### src/rtl/sa32_feeder_pkg.sv
// Shared constants, FSM state type and lane pack/unpack helpers for the
// 32x32 systolic-array operand feeder. Lane 0 occupies the MSBs of a bus.
package sa_pkg;

    localparam int unsigned N         = 32;
    localparam int unsigned WIDTH     = 8;
    localparam int unsigned C_WIDTH   = 32;
    localparam int unsigned KW        = 16;
    localparam int unsigned FLUSH_CYC = 3 * N - 2;
    localparam int unsigned FCW       = $clog2(FLUSH_CYC);

    typedef enum logic [1:0] {
        IDLE,
        STREAM,
        FLUSH,
        CTRL
    } feeder_state_e;

    typedef logic [WIDTH-1:0]   lane_t;
    typedef logic [N*WIDTH-1:0] bus_t;

    function automatic lane_t lane_get(input bus_t b, input int unsigned i);
        return b[(N-1-i)*WIDTH +: WIDTH];
    endfunction

    function automatic bus_t lane_set(input bus_t b, input int unsigned i, input lane_t v);
        bus_t r;
        r = b;
        r[(N-1-i)*WIDTH +: WIDTH] = v;
        return r;
    endfunction

endpackage

### src/rtl/sa32_feeder_if.sv
// Operand/control bundle between a job source and the sa32_feeder.
// SA_FEEDER_BUBBLE_CNT_EN adds the bubble_cnt observation signal.
interface sa32_feeder_if;
    import sa_pkg::*;

    logic               start;
    logic [KW-1:0]      k_len;
    logic               in_valid;
    logic               in_ready;
    logic [N*WIDTH-1:0] in_act;
    logic [N*WIDTH-1:0] in_weight;
    logic [N*WIDTH-1:0] activation;
    logic [N*WIDTH-1:0] weight;
    logic               control;
    logic               busy;
    logic               done;
`ifdef SA_FEEDER_BUBBLE_CNT_EN
    logic [KW-1:0]      bubble_cnt;

    modport master (
        output start, k_len, in_valid, in_act, in_weight,
        input  in_ready, activation, weight, control, busy, done, bubble_cnt
    );
    modport slave (
        input  start, k_len, in_valid, in_act, in_weight,
        output in_ready, activation, weight, control, busy, done, bubble_cnt
    );
`else
    modport master (
        output start, k_len, in_valid, in_act, in_weight,
        input  in_ready, activation, weight, control, busy, done
    );
    modport slave (
        input  start, k_len, in_valid, in_act, in_weight,
        output in_ready, activation, weight, control, busy, done
    );
`endif

endinterface

### src/rtl/sa32_feeder_skew_line.sv
// Per-lane delay line: DEPTH=0 is a plain wire, otherwise DEPTH registers
// with asynchronous clear.
module skew_line #(
    parameter int unsigned WIDTH = 8,
    parameter int unsigned DEPTH = 1
) (
    input  logic             clk,
    input  logic             rstn,
    input  logic [WIDTH-1:0] i_d,
    output logic [WIDTH-1:0] o_q
);

    if (DEPTH == 0) begin : g_wire
        logic w_unused;
        assign w_unused = clk ^ rstn;
        assign o_q      = i_d;
    end else begin : g_reg
        logic [DEPTH-1:0][WIDTH-1:0] r_sr;

        // shift the lane value one stage per clock
        always_ff @(posedge clk or negedge rstn) begin
            if (!rstn) begin
                r_sr <= '0;
            end else begin
                r_sr[0] <= i_d;
                for (int unsigned k = 1; k < DEPTH; k++) begin
                    r_sr[k] <= r_sr[k-1];
                end
            end
        end

        assign o_q = r_sr[DEPTH-1];
    end

endmodule

### src/rtl/sa32_feeder.sv
// Transmit side of the 32x32 systolic-array operand interface: registers one
// K-step per cycle, skews lane i by i cycles, flushes, then pulses control
// and done. Optional macro SA_FEEDER_BUBBLE_CNT_EN adds bubble_cnt.
module sa32_feeder
    import sa_pkg::*;
(
    input  logic           clk,
    input  logic           rstn,
    sa32_feeder_if.slave   bus
);

    feeder_state_e r_state;
    feeder_state_e w_next;
    logic [KW-1:0] r_klen;
    logic [KW-1:0] r_cnt;
    logic [KW-1:0] w_cnt_inc;
    logic [FCW-1:0] r_fcnt;
    logic          r_done;
    logic          w_in_ready;
    logic          w_control;
    logic          w_beat;
    logic          w_flush_end;
    bus_t          r_inj_act;
    bus_t          r_inj_w;
    bus_t          w_act_bus;
    bus_t          w_w_bus;
    lane_t         w_act_in  [N];
    lane_t         w_act_out [N];
    lane_t         w_w_in    [N];
    lane_t         w_w_out   [N];

    assign w_cnt_inc   = r_cnt + KW'(1);
    assign w_beat      = w_in_ready & bus.in_valid;
    assign w_flush_end = (r_fcnt == FCW'(FLUSH_CYC - 1));

    // state register
    always_ff @(posedge clk or negedge rstn) begin
        if (!rstn) begin
            r_state <= IDLE;
        end else begin
            r_state <= w_next;
        end
    end

    // next-state and Moore outputs
    always_comb begin
        w_next     = r_state;
        w_in_ready = 1'b0;
        w_control  = 1'b0;
        case (r_state)
            IDLE: begin
                if (bus.start) begin
                    w_next = (bus.k_len != '0) ? STREAM : CTRL;
                end
            end
            STREAM: begin
                w_in_ready = 1'b1;
                if (bus.in_valid && (w_cnt_inc == r_klen)) begin
                    w_next = FLUSH;
                end
            end
            FLUSH: begin
                if (w_flush_end) begin
                    w_next = CTRL;
                end
            end
            CTRL: begin
                w_control = 1'b1;
                w_next    = IDLE;
            end
            default: w_next = IDLE;
        endcase
    end

    // job length latch, beat counter and flush timer
    always_ff @(posedge clk or negedge rstn) begin
        if (!rstn) begin
            r_klen <= '0;
            r_cnt  <= '0;
            r_fcnt <= '0;
        end else begin
            if (r_state == IDLE && bus.start) begin
                r_klen <= bus.k_len;
                r_cnt  <= '0;
            end else if (w_beat) begin
                r_cnt <= w_cnt_inc;
            end
            if (r_state == FLUSH) begin
                r_fcnt <= r_fcnt + FCW'(1);
            end else begin
                r_fcnt <= '0;
            end
        end
    end

    // done follows the control cycle
    always_ff @(posedge clk or negedge rstn) begin
        if (!rstn) begin
            r_done <= 1'b0;
        end else begin
            r_done <= (r_state == CTRL);
        end
    end

    // inject stage: accepted beats enter, everything else becomes zero lanes
    always_ff @(posedge clk or negedge rstn) begin
        if (!rstn) begin
            r_inj_act <= '0;
            r_inj_w   <= '0;
        end else begin
            r_inj_act <= w_beat ? bus.in_act    : '0;
            r_inj_w   <= w_beat ? bus.in_weight : '0;
        end
    end

    for (genvar g = 0; g < N; g++) begin : g_lane
        assign w_act_in[g] = lane_get(r_inj_act, g);
        assign w_w_in[g]   = lane_get(r_inj_w, g);

        skew_line #(.WIDTH(WIDTH), .DEPTH(g)) u_act_skew (
            .clk  (clk),
            .rstn (rstn),
            .i_d  (w_act_in[g]),
            .o_q  (w_act_out[g])
        );

        skew_line #(.WIDTH(WIDTH), .DEPTH(g)) u_w_skew (
            .clk  (clk),
            .rstn (rstn),
            .i_d  (w_w_in[g]),
            .o_q  (w_w_out[g])
        );
    end

    // repack skewed lanes onto the array buses
    always_comb begin
        w_act_bus = '0;
        w_w_bus   = '0;
        for (int unsigned i = 0; i < N; i++) begin
            w_act_bus = lane_set(w_act_bus, i, w_act_out[i]);
            w_w_bus   = lane_set(w_w_bus, i, w_w_out[i]);
        end
    end

    assign bus.activation = w_act_bus;
    assign bus.weight     = w_w_bus;
    assign bus.in_ready   = w_in_ready;
    assign bus.control    = w_control;
    assign bus.done       = r_done;
    assign bus.busy       = (r_state != IDLE);

`ifdef SA_FEEDER_BUBBLE_CNT_EN
    logic [KW-1:0] r_bubble;

    // count STREAM cycles without valid input; restart per job
    always_ff @(posedge clk or negedge rstn) begin
        if (!rstn) begin
            r_bubble <= '0;
        end else if (r_state == IDLE && bus.start) begin
            r_bubble <= '0;
        end else if (r_state == STREAM && !bus.in_valid) begin
            r_bubble <= r_bubble + KW'(1);
        end
    end

    assign bus.bubble_cnt = r_bubble;
`endif

endmodule

### src/flat_wrapper.sv
// flat-port wrapper written by rule: the top's interface ports become plain ports
module sa32_feeder_flat import sa_pkg::*;
  (clk, rstn, bus_start, bus_k_len, bus_in_valid, bus_in_act, bus_in_weight, bus_in_ready, bus_activation, bus_weight, bus_control, bus_busy, bus_done);
  sa32_feeder_if bus_i ();
  input  logic clk;
  input  logic rstn;
  input wire logic [$bits(bus_i.start)-1:0] bus_start;
  input wire logic [$bits(bus_i.k_len)-1:0] bus_k_len;
  input wire logic [$bits(bus_i.in_valid)-1:0] bus_in_valid;
  input wire logic [$bits(bus_i.in_act)-1:0] bus_in_act;
  input wire logic [$bits(bus_i.in_weight)-1:0] bus_in_weight;
  output wire logic [$bits(bus_i.in_ready)-1:0] bus_in_ready;
  output wire logic [$bits(bus_i.activation)-1:0] bus_activation;
  output wire logic [$bits(bus_i.weight)-1:0] bus_weight;
  output wire logic [$bits(bus_i.control)-1:0] bus_control;
  output wire logic [$bits(bus_i.busy)-1:0] bus_busy;
  output wire logic [$bits(bus_i.done)-1:0] bus_done;
  assign bus_i.start = bus_start;
  assign bus_i.k_len = bus_k_len;
  assign bus_i.in_valid = bus_in_valid;
  assign bus_i.in_act = bus_in_act;
  assign bus_i.in_weight = bus_in_weight;
  assign bus_in_ready = bus_i.in_ready;
  assign bus_activation = bus_i.activation;
  assign bus_weight = bus_i.weight;
  assign bus_control = bus_i.control;
  assign bus_busy = bus_i.busy;
  assign bus_done = bus_i.done;
  sa32_feeder u_core (.clk(clk), .rstn(rstn), .bus(bus_i));
endmodule
### config.mk
export PLATFORM = sky130hd
export DESIGN_NAME = sa32_feeder_flat
export DESIGN_NICKNAME = d
export VERILOG_FILES = /design/src/rtl/sa32_feeder_pkg.sv /design/src/rtl/sa32_feeder_if.sv /design/src/rtl/sa32_feeder_skew_line.sv /design/src/rtl/sa32_feeder.sv /design/src/flat_wrapper.sv
export SDC_FILE = /design/constraint.sdc
export NUM_CORES = 2
export LEC_CHECK = 0
export CAP_MARGIN = 20
export CORE_MARGIN = 3
export CORE_UTILIZATION = 42
export CTS_CLUSTER_DIAMETER = 50
export DETAILED_ROUTE_END_ITERATION = 8
export SETUP_SLACK_MARGIN = 0.2
export SLEW_MARGIN = 40
export SYNTH_ARGS = -nofsm -noshare
export SYNTH_HDL_FRONTEND = slang
export SYNTH_SLANG_ARGS = --single-unit
### constraint.sdc
create_clock -name clk -period 3 [get_ports clk]
set_input_delay 0.75 -clock clk [delete_from_list [all_inputs] [get_ports clk]]
set_output_delay 0.75 -clock clk [all_outputs]
set_load 0.05 [all_outputs]
Yosys cells after proc, flatten, opt, wreduce, memory -nomap -nowiden
Index checks and enable logic that the tools add are counted.
{ "word_totals": {"regBits": 8490, "inputBits": 532, "output_inout_bits": 516, "elab_cells": 1029} }
{ "op_classes": {"add_sub_neg": 2, "eq_ne": 8, "n_mux": 12, "n_bitwise": 1, "n_reduce_logical": 7} }
{ "op_table": {"columns": ["op", "count"], "rows": [
  ["2-to-1 mux 256 bit", 2],
  ["2-to-1 mux 16 bit", 2],
  ["adder 16 x 1 -> 16 bit, second input constant", 1],
  ["== test 16 bit", 1],
  ["nonzero test 16 bit", 1],
  ["2-to-1 mux 2 bit", 4],
  ["case mux 2 bit (4 select lines)", 1],
  ["adder 7 x 1 -> 7 bit, second input constant", 1],
  ["== test 7 bit, second input constant", 1],
  ["2-to-1 mux 7 bit", 1],
  ["== test 2 bit, second input constant", 2],
  ["!= test 2 x 1 -> 1 bit, second input constant", 2],
  ["nonzero test 2 bit", 2],
  ["AND reduction 3 bit", 1],
  ["== test 2 x 1 -> 1 bit, second input constant", 1],
  ["logical AND 1 bit", 2],
  ["zero test 2 bit", 1],
  ["2-to-1 mux 1 bit", 2],
  ["!= test 2 bit, second input constant", 1],
  ["AND 1 bit", 1]
]} }

Depth between registers and ports, before layout
{ "logic_depth": {"depth_word": 5, "ltp_mapped": 9, "depth_no_buf": 9} }

By module
From an unflattened synthesis, not the netlist that was laid out.
{ "hier_totals": {"cells_unflattened": 9840, "hier_area_um2": 221144.6} }
{ "modules_own_cells": {"columns": ["module", "n_inst", "cells_each", "area_each_um2", "seq_area_each_um2"], "rows": [
  ["sa32_feeder", 1, 1408, 18830.6, 13863.3],
  ["skew_line (u_core.g_lane[31].u_act_skew ...)", 2, 256, 6266.0, 6206.0],
  ["skew_line (u_core.g_lane[30].u_act_skew ...)", 2, 248, 6065.8, 6005.8],
  ["skew_line (u_core.g_lane[29].u_act_skew ...)", 2, 240, 5865.6, 5805.6],
  ["skew_line (u_core.g_lane[28].u_act_skew ...)", 2, 232, 5665.4, 5605.4],
  ["skew_line (u_core.g_lane[27].u_act_skew ...)", 2, 224, 5465.2, 5405.2],
  ["skew_line (u_core.g_lane[26].u_act_skew ...)", 2, 216, 5265.0, 5205.0],
  ["skew_line (u_core.g_lane[25].u_act_skew ...)", 2, 208, 5064.9, 5004.8],
  ["skew_line (u_core.g_lane[24].u_act_skew ...)", 2, 200, 4864.7, 4804.6],
  ["skew_line (u_core.g_lane[23].u_act_skew ...)", 2, 192, 4664.5, 4604.4],
  ["skew_line (u_core.g_lane[22].u_act_skew ...)", 2, 184, 4464.3, 4404.2],
  ["skew_line (u_core.g_lane[21].u_act_skew ...)", 2, 176, 4264.1, 4204.0],
  ["skew_line (u_core.g_lane[20].u_act_skew ...)", 2, 168, 4063.9, 4003.8],
  ["skew_line (u_core.g_lane[19].u_act_skew ...)", 2, 160, 3863.7, 3803.6],
  ["+19 rows", null, null, null, null]
]} }

Worst setup path before layout
OpenSTA, ideal clock, no wires.
{ "synth_path": {"path_kind": "register -> register", "from": "reg u_core.r_state[1]", "to": "reg u_core.r_cnt[7]", "setup_time_ps": 132, "arrival_ps": 2223, "required_time_ps": 2868, "setup_slack_ps": 645, "path_stages_with_launch": 9, "n_path_buf": 1, "synth_period_minus_slack_ps": 2355, "path_cell_list": "dfrtp_1 inv_1 ha_1 clkbuf_1 nand2_1 or3_2 nor2_1 xnor2_1 nor2_1"} }
{ "synth_between": {"elab_chain_len": 4, "elab_cells_between_ends": 7, "classes_between": "eq/ne (1); mux (2); bitwise (1); reduce/logical (3)"} }
{ "synth_rtl": {"columns": ["element", "line_no", "source"], "rows": [
  ["start, declared", "sa32_feeder.sv:12", "feeder_state_e r_state;"],
  ["start signal, assigned", "sa32_feeder.sv:41", "r_state <= w_next;"],
  ["== test 2 x 1 -> 1 bit", "sa32_feeder.sv:50", "case (r_state)"],
  ["2-to-1 mux 1 bit", "sa32_feeder.sv:50", null],
  ["named net bus_in_ready", "flat_wrapper.sv:12", "output wire logic [$bits(bus_i.in_ready)-1:0] bus_in_ready;"],
  ["AND 1 bit", "sa32_feeder.sv:33", "assign w_beat = w_in_ready & bus.in_valid;"],
  ["nonzero test 2 bit (no line)", null, null],
  ["end signal, assigned", "sa32_feeder.sv:86", "r_cnt <= w_cnt_inc;"],
  ["end, declared", "sa32_feeder.sv:15", "logic [KW-1:0] r_cnt;"]
]} }
The timed path passes the listed nets, and every way through them passes these cells.
A chain may end at the register's enable or synchronous reset.

Worst setup path after layout
{ "layout_path": {"from": "reg u_core.r_state[0]", "to": "out bus_in_ready"} }
{ "layout_between": {"elab_chain_len": 2} }
{ "layout_rtl": {"columns": ["element", "line_no"], "rows": [
  ["== test 2 x 1 -> 1 bit", "sa32_feeder.sv:50"],
  ["2-to-1 mux 1 bit", "sa32_feeder.sv:50"],
  ["end, declared", "flat_wrapper.sv:12"]
]} }
No other way between the ends.

==> key figures <==
Timing
  – Setup Viol. Count Final: 0
  – FMAX: 345 MHz
  – Hold WS: 275 ps
  – Final Max Tran Viols: 0
  – Worst rel slew slack: 35.5%
  – Slew @ Worst Pin: 968 ps
  – RSZ-0062 raised after global routing: yes
  – Fin Clk Skew: 72.3 ps
  – Final Critical Period: 2900 ps
  – Tcrit/Tclk final: 96.6%
  – Final Hold Fails: 0

Layout
  – Reg area: 212,000 um2
  – Share of cells above drive strength 1: 15.6%
  – Final std cells w/o fill: 19,000
  – # fillers: 40,100
  – Final core utilization: 51.2%
  – Nets: 11,900
  – Area Growth Syn to Fin: 21.0%
  – Commonest cells after routing, fill and taps aside: 8,490 x dfrtp_1, 799 x clkbuf_16, 529 x clkdlybuf4s50_1, 516 x and3_1, 260 x clkdlybuf4s15_2
  – Most common cell after layout, fill and taps aside: dfrtp_1
  – Multi-input gate area: 4550 um2

Die
  – Chip width: 732 um
  – Num ports: 1,048
  – Starting Density: 42.3%
  – Die area: 535,000 um2
  – Num rows: 265
  – Core Footprint: 523,000 um2
  – Chip height: 732 um

Clocking
  – Clk sinks: 8,490
  – Clk pin slew, worst setup/hold paths: 60 ps
  – CTS tree: yes
  – Depth of the CTS H-tree: 6
  – Total CTS buffers: 798
  – CTS Root Cell: clkbuf_16
  – Clock latency on the worst-skew pair: 1060 ps
  – Max Root-Sink Buffers: 4

Detailed routing
  – First-pass DRT Iterations: 7
  – DRC viols: 0
  – DR iter-0 viols: 4,121
  – DR vias: 78,900
  – Via density: 4.16
  – DR WL/cell: 18.0 um
  – Post-DRT Antenna Nets: 0
  – Post-Route WL: 341 mm

Placement
  – Placed Cells: 17,500
  – Port buffer count: 1,047
  – GPL Wtd Cong: 0.800
  – DP Wirelength: 193 mm

Pwr
  – Leakage: 0.139 uW
  – Total Power: 253,000 uW
  – Peak VDD IR: 0.567 mV
  – Pwr/cell area: 947 nW/um2

Yosys
  – FF+latch count, synth: 8,490
  – Most used DFF post-synth: dfrtp_1
  – Mapped Nets: 10,400
  – Post-Syn Area: 221,000 um2
  – Post-synthesis async set-or-reset flop share: 100%
  – Post-Syn Instances: 9,829
  – Post-synth EDFFs: 0
  – Unique cell type count in the Yosys netlist: 45
  – Synth Area per Inst: 22.5 um2
  – Seq/Total Area, Yosys: 96.1%
  – Syn. warnings: 0

Setup path
  – WP data required: 2250 ps
  – Critical Path AT: 2150 ps
  – Crit path max-delay family: buffers and inverters
  – Max stage delay on crit path: 410 ps
  – Slowest CP cell: dfrtp_1
  – WP buf/inv: 3
  – Crit end category: output port
  – Startpoint Class: flop
  – Crit-path cells: buf_4 > ha_4 > buf_8 > buf_12
  – Crit Path Class: flop to output port
  – Crit Path Max Fanout: 7

Hold path
  – HP Class: input port to flop

Global route
  – Vias in the first global route: 93,100
  – Largest net degree at the start of global routing: 209
  – First-pass GRT wire length: 546 mm
  – Initial antenna violation count: 81
  – Total grt overflow: 0
  – Gr usage total: 13.0%

Outcome
  – Status: finished clean

Run
  – Max-cap viol count: 0
[through the flow]
step           TNS (ps)  cell area [um2]  setup slack, ps
2_1_floorplan         0           221000              645
3_3_place_gp          0           239000              280
3_5_place_dp          0           239000              323
4_1_cts            -291           267000            -90.3
5_1_grt           -33.6           268000            -30.3
6_report              0           268000              103
[worst register-to-register path, stage by stage (launching register included)]
cell	delay, ps
dfrtp_1	440
ha_1	350
xnor2_1	230
and3_1	190
o2111ai_1	160
a31oi_1	200
nand4b_1	150
o41ai_2	400
buf_4	190
mux2i_1	180
[sequential cells by signal, summed over array words and instances, names as in the netlist]
register	flops
u_core.r_state	2
u_core.r_inj_act	256
u_core.r_klen	16
u_core.bus.done	1
u_core.g_lane.u_act_skew.o_q	248
u_core.g_lane.u_w_skew.g_reg.r_sr	3720
u_core.r_fcnt	7
u_core.r_cnt	16
u_core.g_lane.u_w_skew.o_q	248
u_core.r_inj_w	256
u_core.g_lane.u_act_skew.g_reg.r_sr	3720
[logic make-up after synthesis]
logic type	Yosys count	share of synthesized area (%)
flip-flops	8490	96.1
AND/OR/NAND/NOR	655	1.78
buffers and inverters	612	1.86
XOR/XNOR	31	0.123
AO/OA/AOI/OAI	30	0.0888
adder cells (fa/ha/maj)	8	0.0453
multiplexers	3	0.0136
[area by class of cell]
class | count | share of cell area [%]
multi-input combinational | 727 | 1.70
inverter | 8 | 0.0112
antenna | 26 | 0.0243
clock buffer | 1148 | 8.66
tap | 6942 | 3.25
timing repair buffer | 1310 | 5.18
clock inverter | 315 | 1.77
sequential | 8490 | 79.4
[final timing paths]
check / cells past startpoint / startpoint / endpoint / slack [ps]
worst max-delay path: 4 / u_core.r_state[0] / bus_in_ready / 100
max in group asynchronous: 5 / rstn / u_core.g_lane[31].u_act_skew.g_reg.r_sr[174] / 1270
min in group asynchronous: 2 / rstn / u_core.g_lane[23].u_act_skew.g_reg.r_sr[83] / 330
worst min register to register: 0 / u_core.g_lane[27].u_w_skew.g_reg.r_sr[79] / u_core.g_lane[27].u_w_skew.g_reg.r_sr[87] / 280
worst max register to register: 9 / u_core.r_cnt[1] / u_core.r_state[0] / 430
worst min-delay path: 3 / bus_k_len[6] / u_core.r_klen[6] / 280
[power breakdown]
part           internal (uW)  total [uW]  leakage (uW)  switching, uW
clock                  59900      102000        0.0136          42500
combinational           3540       13000       0.00992           9420
sequential            132000      138000         0.116           5750
[layer usage]
metal	GRT usage, %	vias up	share of wire [%]
met5	0	-	0.051
met4	5.12	28	3.9
met3	2.88	822	5.0
met2	21.9	1795	51
met1	16.4	42800	40
li1	-	33500	-
[Yosys cell counts (2+ instances only)]
cell type / count / share of area (%)
or3_1: 5 / 0.014
inv_1: 8 / 0.014
o31ai_1: 2 / 0.0068
a21oi_1: 10 / 0.023
nor3_1: 3 / 0.0068
o21ai_0: 7 / 0.016
nand3_2: 2 / 0.0091
and2_1: 9 / 0.025
ha_1: 8 / 0.045
and3_1: 516 / 1.5
xnor2_1: 21 / 0.083
nor2b_1: 6 / 0.017
dfrtp_1: 8490 / 96
nor4_1: 5 / 0.014
nand3_1: 12 / 0.027
buf_4: 482 / 1.6
xor2_1: 10 / 0.040
a31oi_1: 3 / 0.0085
clkbuf_1: 120 / 0.20
nand4_1: 8 / 0.023
nand2_1: 61 / 0.10
mux2i_1: 3 / 0.014
nor2_1: 16 / 0.027
[timing repair]
action                                  in CTS  in global routing
setup buffers                                3                  3
hold buffers                                 2                  0
endpoints found under the setup margin     497                 47
endpoints found under the hold margin      580                  0
pin swaps                                    1                  1
gates resized for setup                   1110                 50
Note: power is estimated with default switching activity, not from simulation.
